`src/rtl/inst_stream_loader.sv`:
```
// Boot loader: packs a UART byte stream into instruction words and writes them to
// instruction memory, framed by a 32-bit length header or a terminator word.
module inst_stream_loader #(
    parameter int unsigned WORD_BYTES = 4,
    parameter int unsigned DEPTH      = 1024,
    parameter int unsigned ADDR_W     = 10,
    parameter int unsigned BIG_ENDIAN = 1,
    parameter int unsigned MODE       = 0,
    parameter logic [8*WORD_BYTES-1:0] TERM_WORD = '0
) (
    input  logic                    CLK,
    input  logic                    RSTN,
    input  logic                    start,
    input  logic [7:0]              rx_data,
    input  logic                    rx_valid,
    output logic                    mem_we,
    output logic [ADDR_W-1:0]       mem_addr,
    output logic [8*WORD_BYTES-1:0] mem_wdata,
    output logic                    busy,
    output logic                    done,
    output logic [ADDR_W:0]         words_loaded,
    output logic                    err_overflow
);

    localparam int unsigned W = 8 * WORD_BYTES;
    localparam logic [ADDR_W:0] DepthL = (ADDR_W + 1)'(DEPTH);
    localparam logic [2:0] LastByte = 3'(WORD_BYTES - 1);

    typedef enum logic [1:0] {StIdle, StHdr, StData, StDone} state_e;

    state_e            state_q, state_d;
    logic [2:0]        byte_cnt_q, byte_cnt_d;
    logic [31:0]       hdr_q, hdr_d;
    logic [W-1:0]      word_q, word_d;
    logic [ADDR_W:0]   count_q, count_d;
    logic              mem_we_q, mem_we_d;
    logic [ADDR_W-1:0] mem_addr_q, mem_addr_d;
    logic [W-1:0]      mem_wdata_q, mem_wdata_d;
    logic [ADDR_W:0]   words_q, words_d;
    logic              err_q, err_d;

    logic [W+7:0] cat_be, cat_le;
    logic [W-1:0] word_next;
    logic [31:0]  hdr_next;
    logic         word_done, last_written;

    assign cat_be    = {word_q, rx_data};
    assign cat_le    = {rx_data, word_q};
    assign word_next = (BIG_ENDIAN != 0) ? cat_be[W-1:0] : cat_le[W+7:8];
    assign hdr_next  = {hdr_q[23:0], rx_data};
    assign word_done = (byte_cnt_q == LastByte);
    // words_q is already post-increment while the final write is on the port
    assign last_written = mem_we_q && (words_q == count_q);

    always_comb begin
        state_d     = state_q;
        byte_cnt_d  = byte_cnt_q;
        hdr_d       = hdr_q;
        word_d      = word_q;
        count_d     = count_q;
        mem_we_d    = 1'b0;
        mem_addr_d  = mem_addr_q;
        mem_wdata_d = mem_wdata_q;
        words_d     = words_q;
        err_d       = err_q;
        unique case (state_q)
            StIdle: begin
                if (start) begin
                    words_d    = '0;
                    err_d      = 1'b0;
                    byte_cnt_d = '0;
                    state_d    = (MODE == 0) ? StHdr : StData;
                end
            end
            StHdr: begin
                if (!start) begin
                    state_d = StIdle;
                end else if (rx_valid) begin
                    hdr_d      = hdr_next;
                    byte_cnt_d = byte_cnt_q + 3'd1;
                    if (byte_cnt_q == 3'd3) begin
                        byte_cnt_d = '0;
                        if (hdr_next == 32'd0) begin
                            state_d = StDone;
                        end else if (hdr_next > 32'(DEPTH)) begin
                            err_d   = 1'b1;
                            state_d = StDone;
                        end else begin
                            count_d = hdr_next[ADDR_W:0];
                            state_d = StData;
                        end
                    end
                end
            end
            StData: begin
                if (!start) begin
                    state_d = StIdle;
                end else if (MODE == 0 && last_written) begin
                    state_d = StDone;
                end else if (rx_valid) begin
                    word_d     = word_next;
                    byte_cnt_d = word_done ? 3'd0 : byte_cnt_q + 3'd1;
                    if (word_done) begin
                        if (MODE != 0 && word_next == TERM_WORD) begin
                            state_d = StDone;
                        end else if (words_q >= DepthL) begin
                            err_d   = 1'b1;
                            state_d = StDone;
                        end else begin
                            mem_we_d    = 1'b1;
                            mem_addr_d  = words_q[ADDR_W-1:0];
                            mem_wdata_d = word_next;
                            words_d     = words_q + 1'b1;
                        end
                    end
                end
            end
            StDone: begin
                if (!start) state_d = StIdle;
            end
            default: state_d = StIdle;
        endcase
    end

    always_ff @(posedge CLK) begin
        if (!RSTN) begin
            state_q     <= StIdle;
            byte_cnt_q  <= '0;
            hdr_q       <= '0;
            word_q      <= '0;
            count_q     <= '0;
            mem_we_q    <= 1'b0;
            mem_addr_q  <= '0;
            mem_wdata_q <= '0;
            words_q     <= '0;
            err_q       <= 1'b0;
        end else begin
            state_q     <= state_d;
            byte_cnt_q  <= byte_cnt_d;
            hdr_q       <= hdr_d;
            word_q      <= word_d;
            count_q     <= count_d;
            mem_we_q    <= mem_we_d;
            mem_addr_q  <= mem_addr_d;
            mem_wdata_q <= mem_wdata_d;
            words_q     <= words_d;
            err_q       <= err_d;
        end
    end

    assign mem_we       = mem_we_q;
    assign mem_addr     = mem_addr_q;
    assign mem_wdata    = mem_wdata_q;
    assign busy         = (state_q == StHdr) || (state_q == StData);
    assign done         = (state_q == StDone);
    assign words_loaded = words_q;
    assign err_overflow = err_q;

endmodule

```
`config.mk`:
```
export PLATFORM = sky130hd
export DESIGN_NAME = inst_stream_loader
export DESIGN_NICKNAME = d
export VERILOG_FILES = /design/src/rtl/inst_stream_loader.sv
export SDC_FILE = /design/constraint.sdc
export NUM_CORES = 1
export LEC_CHECK = 0
export BUFFER_PORTS_ARGS = -buffer_cell sky130_fd_sc_hd__buf_4
export CAP_MARGIN = 20
export CORE_AREA = 8 8 115 170
export CTS_BUF_LIST = sky130_fd_sc_hd__clkbuf_8
export CTS_CLUSTER_SIZE = 10
export DETAILED_ROUTE_END_ITERATION = 10
export DIE_AREA = 0 0 123 178
export GPL_ROUTABILITY_DRIVEN = 0
export SKIP_CTS_REPAIR_TIMING = 1
export SLEW_MARGIN = 10
export SYNTH_ARGS = -nofsm -noshare
export SYNTH_HDL_FRONTEND = slang
export SYNTH_SLANG_ARGS = --single-unit
```
`constraint.sdc`:
```
create_clock -name CLK -period 5.9 [get_ports CLK]
set_input_delay 1.475 -clock CLK [delete_from_list [all_inputs] [get_ports CLK]]
set_output_delay 1.475 -clock CLK [all_outputs]
set_load 0.05 [all_outputs]
```
==> results.py <==
metrics = {
    "critical_path": {
        "criticalPathCategory": "flop to output pin",
        "startpoint_type": "flop",
        "r2r_slack_ns": 3.32,
        "crit_arrival_ns": 1.52,
        "crit_fanout": 5,
        "crit_required_ns": 4.43,
        "endpoint_kind": "output pin",
    },
    "placed_design": {
        "io_buffers": 68,
        "place_hpwl_mm": 8.39,
    },
    "synth": {
        "async_reset_ff_share_pct": 0,
        "synth_seq_cells": 119,
        "ys.flop_type": "dfxtp_1",
        "yosysTopAreaCellShare_pct": 47.3,
        "netlist_area_um2": 5030,
        "yosysTopAreaCell": "dfxtp_1",
        "avgSynthCellArea_um2": 9.87,
        "synthCells": 510,
        "synth_edf_count": 0,
        "synth_top_cells_by_count": "119 x dfxtp_1, 79 x mux2i_1, 76 x nor2b_1",
        "synth_cell_types": 43,
        "syn_nets": 529,
        "yosys-top-cells-area": "dfxtp_1 47%, mux2i_1 16%, nor2b_1 9.4%",
        "synth-seq-area-share_pct": 47.3,
        "ys_warn_count": 0,
        "synth.most_common_cell": "dfxtp_1",
    },
    "clocking": {
        "clkSinkCount": 119,
        "clock_latency_ns": 0.43,
        "h-tree-depth": 4,
        "root_buffer": "clkbuf_8",
        "cts_inserted_buffers": 17,
        "cts_tree": "built",
        "clk_path_buf_depth": 2,
        "clkTransAtPathRegs_ns": 0.07,
    },
    "route": {
        "drc_errors": 0,
        "drtIter0Drc": 102,
        "routed-via-count": 3717,
        "ant_nets": 0,
        "first_pass_iters": 6,
        "wire_per_inst_um": 14.7,
        "routed_wl_mm": 11.7,
        "routed_via_density": 4.67,
    },
    "outcome": {
        "outcome": "completed",
    },
    "global_routing": {
        "grt_pass1_wl_mm": 18.9,
        "grt_pass1_vias": 3656,
        "antenna_found_initial": 0,
        "grt_start_max_net_pins": 116,
        "grt.total_usage_pct": 11.0,
        "grt_overflow_total": 0,
    },
    "die": {
        "core_um2": 17100,
        "rows": 59,
        "initial_core_util_pct": 29.4,
        "io-pin-count": 69,
        "die_w_um": 123,
        "die_h_um": 178,
        "fp.dieArea_um2": 21900,
    },
    "power_and_ir_drop": {
        "ir_drop_mv": 0.125,
        "power_mw": 1.70,
        "power.share.clock_pct": 47.0,
        "pwr-share-seq_pct": 47.7,
        "swShare_pct": 23.4,
        "powerDensity_nw_per_um2": 278,
        "leakage_nw": 2.36,
        "power.switching_mw": 0.398,
        "p_int_mw": 1.30,
        "share_comb_of_total_power_pct": 5.3,
    },
    "cells_and_area": {
        "drive_above_1_share_pct": 19.4,
        "fillers": 1778,
        "nets": 590,
        "area_delta_synth_final_pct": 21.8,
        "antenna_cells": 0,
    },
    "timing": {
        "period_needed_ns": 2.99,
        "fin_crit_sh_pct": 50.8,
        "tns_ns": 0,
        "finalHoldViolCount": 0,
        "clock.fmax_mhz": 334,
        "worst_slew_pin_slew_ns": 0.943,
        "fin_skew_ns": 0.0105,
        "rsz0062_at_grt": "false",
        "timing.final.max_slew_violations": 0,
        "slew_headroom_pct": 37.1,
        "setup_viol": 0,
    },
    "job": {
        "maxCapViolations": 0,
    },
    "min_path": {
        "hp-class": "flop to flop",
    },
}
[layout make-up]
| cell class | count | area (um^2) | share of cell area (%) |
|---|---|---|---|
| Inverter | 10 | 37.5 | 0.613 |
| Clock buffer | 17 | 234 | 3.82 |
| Tap cell | 213 | 267 | 4.35 |
| Timing Repair Buffer | 71 | 533 | 8.70 |
| Multi-Input combinational cell | 352 | 2470 | 40.4 |
| Clock inverter | 14 | 200 | 3.27 |
| Sequential cell | 119 | 2380 | 38.9 |
[sequential cells by signal, summed over array words and instances, names as in the netlist]
name,count
err_overflow,1
mem_we,1
mem_wdata,32
words_loaded,11
word_q,24
mem_addr,10
byte_cnt_q,3
count_q,11
hdr_q,24
state_q,2
[kinds of logic after synthesis]
family,synth area share (%)
adder cells (fa/ha/maj),1.74
flip-flops,47.3
XOR/XNOR,3.61
AO/OA/AOI/OAI,7.76
AND/OR/NAND/NOR,20.0
multiplexers,15.9
buffers and inverters,3.65
[per-layer routing]
layer	vias up	global-route usage [%]	routed length [um]
met5	-	0	0
met4	0	5.44	244
met3	16	2.95	637
met2	77	18.7	5990
met1	1768	12.2	4820
li1	1856	-	-
[critical path: stages (launching register included)]
cell     delay (ns)
dfxtp_1        0.40
inv_1          0.09
ha_1           0.36
buf_4          0.23
[final timing paths]
path | startpoint | endpoint | depth (start not counted)
hold reg to reg | byte_cnt_q[2] | byte_cnt_q[2] | 2
setup reg to reg | hdr_q[11] | count_q[4] | 5
hold / removal | byte_cnt_q[2] | byte_cnt_q[2] | 2
setup / recovery | state_q[1] | busy | 3
[power by group through the flow]
stage / combinational [mW] / clock (mW) / sequential, mW
floorplan: 0.0613 / 0 / 0.831
global placement: 0.0881 / 0 / 0.830
detailed placement: 0.0906 / 0 / 0.830
CTS: 0.0909 / 0.827 / 0.812
global route: 0.0986 / 0.866 / 0.812
finish: 0.0897 / 0.800 / 0.812
[placed cells by master (no fill, tap or decap), types with 10 or more instances in the layout]
| master | count |
|---|---|
| a21boi_0 | 25 |
| a21oi_1 | 10 |
| buf_4 | 71 |
| clkbuf_8 | 17 |
| dfxtp_1 | 119 |
| inv_1 | 10 |
| mux2i_1 | 79 |
| nand2_1 | 64 |
| nor2_1 | 17 |
| nor2b_1 | 76 |
| xnor2_1 | 16 |
[per-stage QoR]
| step | util, % | instance area [um^2] | worst slack, ns | hold slack, ns | cells |
|---|---|---|---|---|---|
| final | 35.8 | 6130 | 2.91 | 0.445 | 796 |
| after global routing | 35.8 | 6130 | 2.82 | 0.470 | 796 |
| after CTS | 35.8 | 6130 | 2.85 | 0.450 | 796 |
| after detailed placement | 33.2 | 5690 | 2.48 | 0.438 | 765 |
| after global placement | 33.2 | 5690 | 2.53 | 0.429 | 765 |
| after floorplan | - | 5030 | 3.01 | 0.420 | 510 |
Power figures use the tool's default switching activity.
